[src/rtl/param_seq_alu_md_if.sv]
// rtl/param_seq_alu_md_if.sv - issue/result handshake bundle for the EX-stage ALU
//
// Groups the operand/issue side (in_*) and result side (out_*) of
// param_seq_alu_md.
//   slave  : the ALU (receives operands, drives result and flags)
//   master : the issuing stage / consumer (drives operands, accepts result)
// Signals:
//   in_valid/in_ready  issue handshake
//   rs1, rs2, imm_out  operands (B = ex_alu_src ? imm_out : rs2)
//   ex_alu_src         operand-B select
//   alu_ctrl           integer op code
//   md_en, md_func3    M-extension op select
//   out_valid/out_ready result handshake
//   result_alu, carry/zero/negative/overflow flags, busy
interface param_seq_alu_md_if #(
  parameter int XLEN = 32
);
  logic            in_valid;
  logic            in_ready;
  logic [XLEN-1:0] rs1;
  logic [XLEN-1:0] rs2;
  logic [XLEN-1:0] imm_out;
  logic            ex_alu_src;
  logic [3:0]      alu_ctrl;
  logic            md_en;
  logic [2:0]      md_func3;
  logic            out_valid;
  logic            out_ready;
  logic [XLEN-1:0] result_alu;
  logic            carry_flag;
  logic            zero_flag;
  logic            negative_flag;
  logic            overflow_flag;
  logic            busy;

  modport slave (
    input  in_valid, rs1, rs2, imm_out, ex_alu_src, alu_ctrl, md_en, md_func3, out_ready,
    output in_ready, out_valid, result_alu, carry_flag, zero_flag, negative_flag,
           overflow_flag, busy
  );

  modport master (
    output in_valid, rs1, rs2, imm_out, ex_alu_src, alu_ctrl, md_en, md_func3, out_ready,
    input  in_ready, out_valid, result_alu, carry_flag, zero_flag, negative_flag,
           overflow_flag, busy
  );
endinterface

[src/rtl/param_seq_alu_md.sv]
// rtl/param_seq_alu_md.sv - execute-stage ALU with iterative RV M-extension mul/div
//
// Single-cycle integer ops register their result in the accept cycle; MUL*/DIV*
// iterate XLEN cycles (shift-add multiply on magnitudes, restoring divide).
// Divide-by-zero and signed DIV/REM overflow bypass the iteration.
// Ports:
//   clk    rising-edge clock
//   rst_n  asynchronous active-low reset (kills any op, zeroes outputs)
//   flush  synchronous kill, priority over every other event
//   bus    param_seq_alu_md_if.slave issue/result bundle
// Optional feature macro: PARAM_ALU_EARLY_OUT_EN (multiply exits CALC once the
// remaining multiplier magnitude is zero).
module param_seq_alu_md #(
  parameter int XLEN = 32
) (
  input  logic                 clk,
  input  logic                 rst_n,
  input  logic                 flush,
  param_seq_alu_md_if.slave    bus
);
  localparam int SHW = $clog2(XLEN);
  localparam int MSB = XLEN - 1;

  typedef enum logic [1:0] {S_IDLE, S_CALC, S_DONE} state_t;

  state_t            r_state;
  state_t            w_state_nxt;

  logic [XLEN-1:0]   r_result;
  logic              r_carry, r_zero, r_neg_f, r_ovf;
  logic [2:0]        r_func;
  logic              r_neg;       // product / quotient must be negated
  logic              r_sign_a;    // remainder takes this sign
  logic [SHW-1:0]    r_cnt;
  logic [2*XLEN-1:0] r_acc;       // mul: partial product; div: remainder in low half
  logic [2*XLEN-1:0] r_mcand;     // mul: shifted multiplicand; div: divisor in low half
  logic [XLEN-1:0]   r_mplier;    // mul: shifting multiplier; div: dividend -> quotient

  logic              w_accept, w_in_ready, w_out_valid, w_busy;
  logic [XLEN-1:0]   w_a, w_b;

  assign w_a      = bus.rs1;
  assign w_b      = bus.ex_alu_src ? bus.imm_out : bus.rs2;
  assign w_accept = bus.in_valid && (r_state == S_IDLE) && !flush;

  // ---------------- single-cycle integer ops ----------------
  logic [XLEN:0]   w_sum, w_sub;
  logic [XLEN-1:0] w_alu_res;
  logic            w_alu_c, w_alu_v;

  assign w_sum = {1'b0, w_a} + {1'b0, w_b};
  assign w_sub = {1'b0, w_a} + {1'b0, ~w_b} + {{XLEN{1'b0}}, 1'b1};

  always_comb begin
    w_alu_res = '0;
    w_alu_c   = 1'b0;
    w_alu_v   = 1'b0;
    case (bus.alu_ctrl)
      4'b0001: begin
        w_alu_res = w_sub[MSB:0];
        w_alu_c   = w_sub[XLEN];
        w_alu_v   = (w_a[MSB] != w_b[MSB]) && (w_sub[MSB] != w_a[MSB]);
      end
      4'b0010: w_alu_res = w_a & w_b;
      4'b0011: w_alu_res = w_a | w_b;
      4'b0100: w_alu_res = w_a ^ w_b;
      4'b0101: w_alu_res = w_a << w_b[SHW-1:0];
      4'b0110: w_alu_res = w_a >> w_b[SHW-1:0];
      4'b0111: w_alu_res = $signed(w_a) >>> w_b[SHW-1:0];
      4'b1000: w_alu_res = {{(XLEN-1){1'b0}}, ($signed(w_a) < $signed(w_b))};
      4'b1001: w_alu_res = {{(XLEN-1){1'b0}}, (w_a < w_b)};
      default: begin
        w_alu_res = w_sum[MSB:0];
        w_alu_c   = w_sum[XLEN];
        w_alu_v   = (w_a[MSB] == w_b[MSB]) && (w_sum[MSB] != w_a[MSB]);
      end
    endcase
  end

  // ---------------- M-extension decode ----------------
  logic            w_is_mul, w_is_div, w_div_signed, w_div_zero, w_div_ovf, w_go_calc;
  logic            w_sa, w_sb, w_sign_a, w_sign_b;
  logic [XLEN-1:0] w_mag_a, w_mag_b, w_div_fast_res, w_direct_res;

  assign w_is_mul     = bus.md_en && !bus.md_func3[2];
  assign w_is_div     = bus.md_en &&  bus.md_func3[2];
  assign w_div_signed = !bus.md_func3[0];
  assign w_div_zero   = (w_b == '0);
  assign w_div_ovf    = w_div_signed && (w_a == {1'b1, {(XLEN-1){1'b0}}}) && (w_b == '1);
  assign w_go_calc    = w_is_mul || (w_is_div && !w_div_zero && !w_div_ovf);

  // MULH: both signed, MULHSU: only A signed, MUL/MULHU: unsigned
  assign w_sa = w_is_div ? w_div_signed : (bus.md_func3[1:0] == 2'b01 || bus.md_func3[1:0] == 2'b10);
  assign w_sb = w_is_div ? w_div_signed : (bus.md_func3[1:0] == 2'b01);
  assign w_sign_a = w_sa && w_a[MSB];
  assign w_sign_b = w_sb && w_b[MSB];
  assign w_mag_a  = w_sign_a ? -w_a : w_a;
  assign w_mag_b  = w_sign_b ? -w_b : w_b;

  // divide by zero / signed overflow answers (func3[1] selects REM/REMU)
  always_comb begin
    w_div_fast_res = '0;
    if (w_div_zero) w_div_fast_res = bus.md_func3[1] ? w_a : '1;
    else            w_div_fast_res = bus.md_func3[1] ? '0  : w_a;
  end

  assign w_direct_res = bus.md_en ? w_div_fast_res : w_alu_res;

  // ---------------- iteration step ----------------
  logic [2*XLEN-1:0] w_acc_add, w_prod;
  logic [XLEN-1:0]   w_mplier_sh, w_rem_nxt, w_quo_nxt, w_mul_res, w_div_res, w_calc_res;
  logic [XLEN:0]     w_rem_sh, w_diff;
  logic              w_ge, w_calc_done;

  assign w_acc_add   = r_mplier[0] ? (r_acc + r_mcand) : r_acc;
  assign w_mplier_sh = r_mplier >> 1;

  assign w_rem_sh  = {r_acc[MSB:0], r_mplier[MSB]};
  assign w_diff    = w_rem_sh - {1'b0, r_mcand[MSB:0]};
  assign w_ge      = !w_diff[XLEN];
  assign w_rem_nxt = w_ge ? w_diff[MSB:0] : w_rem_sh[MSB:0];
  assign w_quo_nxt = {r_mplier[MSB-1:0], w_ge};

`ifdef PARAM_ALU_EARLY_OUT_EN
  assign w_calc_done = (&r_cnt) || (!r_func[2] && (w_mplier_sh == '0));
`else
  assign w_calc_done = &r_cnt;
`endif

  assign w_prod     = r_neg ? -w_acc_add : w_acc_add;
  assign w_mul_res  = (r_func[1:0] == 2'b00) ? w_prod[MSB:0] : w_prod[2*XLEN-1:XLEN];
  assign w_div_res  = r_func[1] ? (r_sign_a ? -w_rem_nxt : w_rem_nxt)
                                : (r_neg    ? -w_quo_nxt : w_quo_nxt);
  assign w_calc_res = r_func[2] ? w_div_res : w_mul_res;

  // ---------------- FSM ----------------
  always_ff @(posedge clk or negedge rst_n) begin
    if (!rst_n) r_state <= S_IDLE;
    else        r_state <= w_state_nxt;
  end

  always_comb begin
    w_state_nxt = r_state;
    w_in_ready  = 1'b0;
    w_out_valid = 1'b0;
    w_busy      = 1'b0;
    case (r_state)
      S_IDLE: begin
        w_in_ready = rst_n;
        if (w_accept) w_state_nxt = w_go_calc ? S_CALC : S_DONE;
      end
      S_CALC: begin
        w_busy = 1'b1;
        if (w_calc_done) w_state_nxt = S_DONE;
      end
      S_DONE: begin
        w_out_valid = 1'b1;
        if (bus.out_ready) w_state_nxt = S_IDLE;
      end
      default: w_state_nxt = S_IDLE;
    endcase
    if (flush) w_state_nxt = S_IDLE;
  end

  // ---------------- datapath ----------------
  always_ff @(posedge clk or negedge rst_n) begin
    if (!rst_n) begin
      r_result <= '0;
      r_carry  <= 1'b0;
      r_zero   <= 1'b0;
      r_neg_f  <= 1'b0;
      r_ovf    <= 1'b0;
      r_func   <= '0;
      r_neg    <= 1'b0;
      r_sign_a <= 1'b0;
      r_cnt    <= '0;
      r_acc    <= '0;
      r_mcand  <= '0;
      r_mplier <= '0;
    end else if (flush) begin
      r_cnt    <= '0;
      r_acc    <= '0;
      r_mcand  <= '0;
      r_mplier <= '0;
    end else begin
      case (r_state)
        S_IDLE: begin
          if (w_accept) begin
            r_func   <= bus.md_func3;
            r_neg    <= w_sign_a ^ w_sign_b;
            r_sign_a <= w_sign_a;
            r_cnt    <= '0;
            r_acc    <= '0;
            if (w_go_calc) begin
              if (w_is_mul) begin
                r_mcand  <= {{XLEN{1'b0}}, w_mag_a};
                r_mplier <= w_mag_b;
              end else begin
                r_mcand  <= {{XLEN{1'b0}}, w_mag_b};
                r_mplier <= w_mag_a;
              end
            end else begin
              r_result <= w_direct_res;
              r_carry  <= bus.md_en ? 1'b0 : w_alu_c;
              r_ovf    <= bus.md_en ? 1'b0 : w_alu_v;
              r_neg_f  <= w_direct_res[MSB];
              r_zero   <= (w_direct_res == '0);
            end
          end
        end
        S_CALC: begin
          r_cnt <= r_cnt + SHW'(1);
          if (!r_func[2]) begin
            r_acc    <= w_acc_add;
            r_mcand  <= r_mcand << 1;
            r_mplier <= w_mplier_sh;
          end else begin
            r_acc    <= {{XLEN{1'b0}}, w_rem_nxt};
            r_mplier <= w_quo_nxt;
          end
          if (w_calc_done) begin
            r_result <= w_calc_res;
            r_carry  <= 1'b0;
            r_ovf    <= 1'b0;
            r_neg_f  <= w_calc_res[MSB];
            r_zero   <= (w_calc_res == '0);
          end
        end
        default: ;
      endcase
    end
  end

  assign bus.in_ready      = w_in_ready;
  assign bus.out_valid     = w_out_valid;
  assign bus.busy          = w_busy;
  assign bus.result_alu    = r_result;
  assign bus.carry_flag    = r_carry;
  assign bus.zero_flag     = r_zero;
  assign bus.negative_flag = r_neg_f;
  assign bus.overflow_flag = r_ovf;
endmodule
[src/flat_wrapper.sv]
// flat-port wrapper written by rule: the top's interface ports become plain ports
module param_seq_alu_md_flat 
#(
  parameter int XLEN = 32
)
  (clk, rst_n, flush, bus_in_valid, bus_rs1, bus_rs2, bus_imm_out, bus_ex_alu_src, bus_alu_ctrl, bus_md_en, bus_md_func3, bus_out_ready, bus_in_ready, bus_out_valid, bus_result_alu, bus_carry_flag, bus_zero_flag, bus_negative_flag, bus_overflow_flag, bus_busy);
  param_seq_alu_md_if #(.XLEN(XLEN)) bus_i ();
  input  logic clk;
  input  logic rst_n;
  input  logic flush;
  input wire logic [$bits(bus_i.in_valid)-1:0] bus_in_valid;
  input wire logic [$bits(bus_i.rs1)-1:0] bus_rs1;
  input wire logic [$bits(bus_i.rs2)-1:0] bus_rs2;
  input wire logic [$bits(bus_i.imm_out)-1:0] bus_imm_out;
  input wire logic [$bits(bus_i.ex_alu_src)-1:0] bus_ex_alu_src;
  input wire logic [$bits(bus_i.alu_ctrl)-1:0] bus_alu_ctrl;
  input wire logic [$bits(bus_i.md_en)-1:0] bus_md_en;
  input wire logic [$bits(bus_i.md_func3)-1:0] bus_md_func3;
  input wire logic [$bits(bus_i.out_ready)-1:0] bus_out_ready;
  output wire logic [$bits(bus_i.in_ready)-1:0] bus_in_ready;
  output wire logic [$bits(bus_i.out_valid)-1:0] bus_out_valid;
  output wire logic [$bits(bus_i.result_alu)-1:0] bus_result_alu;
  output wire logic [$bits(bus_i.carry_flag)-1:0] bus_carry_flag;
  output wire logic [$bits(bus_i.zero_flag)-1:0] bus_zero_flag;
  output wire logic [$bits(bus_i.negative_flag)-1:0] bus_negative_flag;
  output wire logic [$bits(bus_i.overflow_flag)-1:0] bus_overflow_flag;
  output wire logic [$bits(bus_i.busy)-1:0] bus_busy;
  assign bus_i.in_valid = bus_in_valid;
  assign bus_i.rs1 = bus_rs1;
  assign bus_i.rs2 = bus_rs2;
  assign bus_i.imm_out = bus_imm_out;
  assign bus_i.ex_alu_src = bus_ex_alu_src;
  assign bus_i.alu_ctrl = bus_alu_ctrl;
  assign bus_i.md_en = bus_md_en;
  assign bus_i.md_func3 = bus_md_func3;
  assign bus_i.out_ready = bus_out_ready;
  assign bus_in_ready = bus_i.in_ready;
  assign bus_out_valid = bus_i.out_valid;
  assign bus_result_alu = bus_i.result_alu;
  assign bus_carry_flag = bus_i.carry_flag;
  assign bus_zero_flag = bus_i.zero_flag;
  assign bus_negative_flag = bus_i.negative_flag;
  assign bus_overflow_flag = bus_i.overflow_flag;
  assign bus_busy = bus_i.busy;
  param_seq_alu_md #(.XLEN(XLEN)) u_core (.clk(clk), .rst_n(rst_n), .flush(flush), .bus(bus_i));
endmodule
[config.mk]
export PLATFORM = sky130hd
export DESIGN_NAME = param_seq_alu_md_flat
export DESIGN_NICKNAME = d
export VERILOG_FILES = /design/src/rtl/param_seq_alu_md_if.sv /design/src/rtl/param_seq_alu_md.sv /design/src/flat_wrapper.sv
export SDC_FILE = /design/constraint.sdc
export NUM_CORES = 2
export LEC_CHECK = 0
export CORE_MARGIN = 8
export CORE_UTILIZATION = 35
export DETAILED_ROUTE_END_ITERATION = 7
export PLACE_DENSITY = 0.49
export SLEW_MARGIN = 20
export SYNTH_ARGS = -nofsm -noshare
export SYNTH_HDL_FRONTEND = slang
export SYNTH_SLANG_ARGS = --single-unit
[constraint.sdc]
create_clock -name clk -period 9.1 [get_ports clk]
set_input_delay 0.91 -clock clk [delete_from_list [all_inputs] [get_ports clk]]
set_output_delay 0.91 -clock clk [all_outputs]
set_load 0.01 [all_outputs]
==> impl.org <==
** Worst setup path
- Max Fanout on Critical Path :: 31
- Data arrives at the worst endpoint at approximately 8000 ps.
- Type of element launching the critical path :: register
- Worst Path Class, Setup :: reg -> reg
- Kind of end point of the critical path :: register
- Depth of the worst register-to-register path :: 26
- Data on the critical path is required at its endpoint by a little under 10000 ps.

** Logic synthesis
- Average cell area after synthesis :: approximately 7 µm²
- Fraction of post-synthesis cell area in the top cell type by area :: 0.152
- Yosys mapped the design onto between 100 and 150 distinct sky130hd cell types.
- Seq/Total Area, Yosys :: 0.152
- For this run, the number of Yosys warnings is 0.
- Count of flip-flops with a built-in enable after synthesis :: 0
- By instance count, the leading cell after synthesis is nand2_1.
- After synthesis, the share of flip-flops with an asynchronous set or reset is 1.00.
- Post-synth top flop :: dfrtp_1
- Cell type with the highest aggregate area in the netlist :: dfrtp_1
- After synthesis the netlist holds a flip-flop and latch count of slightly above 200.
- The mapped netlist covers 34100 µm².
- After synthesis, the cell types taking the most area are dfrtp_1 15%, ha_1 7.4%, mux2i_1 5.8%, nand2_1 5.7%, a21oi_1 5.7%.
- Syn Inst Count :: 4764
- Counting instances in the post-synthesis netlist gives the leading cell types as 521 x nand2_1, 437 x nor2_1, 386 x a21oi_1.
- The number of nets in the synthesized netlist is slightly above 5000.

** Clock network
- Setup bufs post-CTS :: 0
- Clock-pin slew was measured on the worst setup and hold paths at 60 ps.
- Root Driver :: clkbuf_16
- Number of sinks on the clock net :: between 200 and 250
- Clock tree buffer depth :: 3
- Clock tree from TritonCTS :: built
- CTS built an H-tree with a depth of 1.
- Cts-stage hold buffer count :: 0
- Clock latency reported for the late side of the worst-skew pair :: roughly 600 ps
- Gates resized, CTS repair :: 0
- Counting the buffers created by CTS gives 29.

** STA
- Final critical delay including setup and external delays :: between 7000 and 8000 ps
- For the pin with the worst max-slew slack, the measured transition is 1170 ps.
- The count of endpoints failing hold in the final timing report was 0.
- Setup violations, final :: 0
- Adding up every negative setup slack in the final design gives 0 ps.
- Dividing the final minimum period by the clock period gives 0.816.
- Clock skew on the completed layout was measured at 13.7 ps.
- Max-Slew Margin vs Limit :: 0.221
- Unrepaired setup endpoints after global routing :: no
- The number of pins with negative max-slew slack in the final report came to 0.
- Max Clk Rate :: 135 MHz

** Final layout
- NumNets Final :: about 5000
- From synthesis to final layout, the design area changed by 11.0%.
- The finished layout holds 6008 standard cells, fillers aside.
- In the final layout, the share of cells above drive strength 1 is 0.0714.
- Summed area of non-filler cells in the final layout :: approximately 38000 µm²
- Number of antenna repair diodes :: 0

** Drt
- Dividing the detail-routed wire length by the instance count gives 31.0 µm.
- Post-route antenna net violation count :: 0
- Number of DRC markers in iteration 0 :: about 4700
- Routed wire length :: around 190 mm
- DR vias :: ~40000
- In the routed layout, each cell is associated on average with a via count of between 6 and 7.
- First-pass DRT Iterations :: 6
- In the routed design, unresolved DRC markers number 0.

** Placement
- At the end of routability-driven placement, the weighted congestion stood at around 1.0.
- Detailed placement ended at an HPWL of 147 mm.
- Placed Area :: between 30000 and 40000 µm²
- During placement, the flow inserted port buffers numbering between 100 and 150.
- Counting tap cells, the placed design contains a total of 5954 instances.

** Power
- The analysis attributes to cell leakage a power of 0.0153 µW.
- VDD sags by at most approximately 160 µV.
- Total power per unit cell area :: roughly 150 nW/µm²

** Floorplan
- Starting Density :: 0.353
- The floorplan has between 100 and 150 rows.
- The die covers around 110000 µm².
- The core region is 96600 µm².
- The floorplan step set the die height to between 300 and 400 µm.
- Measured along the x axis, the die boundary spans roughly 330 µm.
- ~150 I/O pins were placed.

** Run
- Across the run, the number of max-cap violations was 0.

** Global routing
- Entering global routing, the biggest net connects 80 pins.
- Remaining global-route overflow :: 0
- The first global-routing pass estimated roughly 270 mm of wire.
- Across every metal layer, demand over resource in global routing totals 0.329.
- Number of global-route vias before repair :: 37800
- The initial antenna violation count is 5.

** Worst hold path
- The tightest min-delay check is of the in -> async type.

** Outcome
- Outcome :: finished, final reports clean
## flip-flops by register name (all words and copies together) (netlist names)
signal                    cells
u_core.bus.carry_flag         1
u_core.bus.overflow_flag      1
u_core.bus.result_alu        32
u_core.bus.zero_flag          1
u_core.r_acc                 64
u_core.r_cnt                  5
u_core.r_func                 3
u_core.r_mcand               64
u_core.r_mplier              32
u_core.r_neg                  1
u_core.r_sign_a               1
u_core.r_state                2
## power by group
group / switching (µW) / internal (µW)
sequential: 186 / 1010
clock: 491 / 672
combinational: 2260 / 1130
## worst max-delay path, stage by stage, from the launching register on
cell and delay [ps]:
dfrtp_1 410, inv_1 90, ha_1 190, inv_1 60
fa_1 410, a211oi_1 420, o211ai_1 270, a21o_1 320
and3_1 210, o211a_2 250, buf_4 200, inv_2 410
nor2_1 80, a21oi_1 280, ha_1 220, inv_1 70
or4_1 590, nor4b_1 280, a31oi_1 120, or4_1 470
o41ai_1 400, xor2_1 110, a21oi_1 500, a211o_1 270
nand4b_1 120, nor4_2 380, a211o_1 180
## cell usage in the layout (no fill, tap or decap), types with 42 or more instances in the layout
master / netlist / routed
nor2_1: 437 / 432
a21o_1: 80 / 80
nand2_1: 521 / 520
nand2b_1: 43 / 42
buf_4: 3 / 128
nor3_1: 126 / 126
o21a_1: 45 / 45
a22o_1: 70 / 70
nand4_1: 74 / 74
mux2i_1: 199 / 193
o21ai_0: 356 / 355
clkdlybuf4s50_1: 0 / 144
a211oi_1: 114 / 114
inv_1: 165 / 162
o31ai_1: 43 / 43
a31oi_1: 68 / 68
ha_1: 201 / 201
xor2_1: 49 / 49
xnor2_1: 145 / 145
nand3_1: 118 / 118
dfrtp_1: 207 / 204
a21oi_1: 386 / 386
o211ai_1: 81 / 81
## final cells by class
cell class | count | area (µm²)
fill | 10300 | 58700
multi-input combinational | 4022 | 27000
sequential | 207 | 5190
timing repair buffer | 278 | 2440
tap | 1276 | 1600
clock buffer | 36 | 792
inverter | 173 | 651
clock inverter | 16 | 149
## path summary, 6_finish.rpt
| check | startpoint | to | slack [ps] |
|---|---|---|---|
| setup / recovery | u_core.r_mplier[31] | u_core.bus.zero_flag | 1670 |
| hold / removal | rst_n | u_core.r_acc[18] | 210 |
| setup reg to reg | u_core.r_mplier[31] | u_core.bus.zero_flag | 1670 |
| hold reg to reg | u_core.bus.result_alu[16] | u_core.bus.result_alu[16] | 480 |
| max in group asynchronous | rst_n | u_core.r_acc[61] | 7080 |
| min in group clk | u_core.bus.result_alu[16] | u_core.bus.result_alu[16] | 480 |
## cells by family (layout without fill, tap and decap cells)
| kind of cell | Yosys count | count (layout) | share of synthesized area |
|---|---|---|---|
| buffers and inverters | 535 | 503 | 0.0606 |
| multiplexers | 254 | 254 | 0.0875 |
| AO/OA/AOI/OAI | 1706 | 1706 | 0.337 |
| XOR/XNOR | 194 | 194 | 0.0498 |
| AND/OR/NAND/NOR | 1663 | 1663 | 0.237 |
| flip-flops | 207 | 207 | 0.152 |
| adder cells (fa/ha/maj) | 205 | 205 | 0.0761 |
## metrics by stage
step / worst slack, ps / hold WS [ps] / utilization / power, µW
2_1_floorplan: 2320 / 465 / - / 3180
3_3_place_gp: 1800 / 463 / 0.382 / 4470
3_5_place_dp: 1760 / 463 / 0.382 / 4460
4_1_cts: 1920 / 199 / 0.391 / 5640
5_1_grt: 1270 / 216 / 0.392 / 5970
6_report: 1670 / 206 / 0.392 / 5750
## layer usage
layer	track usage	part of all wire	routed length [µm]
met5	0	0.000070	13
met2	0.520	0.44	82100
met3	0.0526	0.074	13800
met1	0.413	0.40	75200
met4	0.219	0.082	15200
Power figures use the tool's default switching activity.
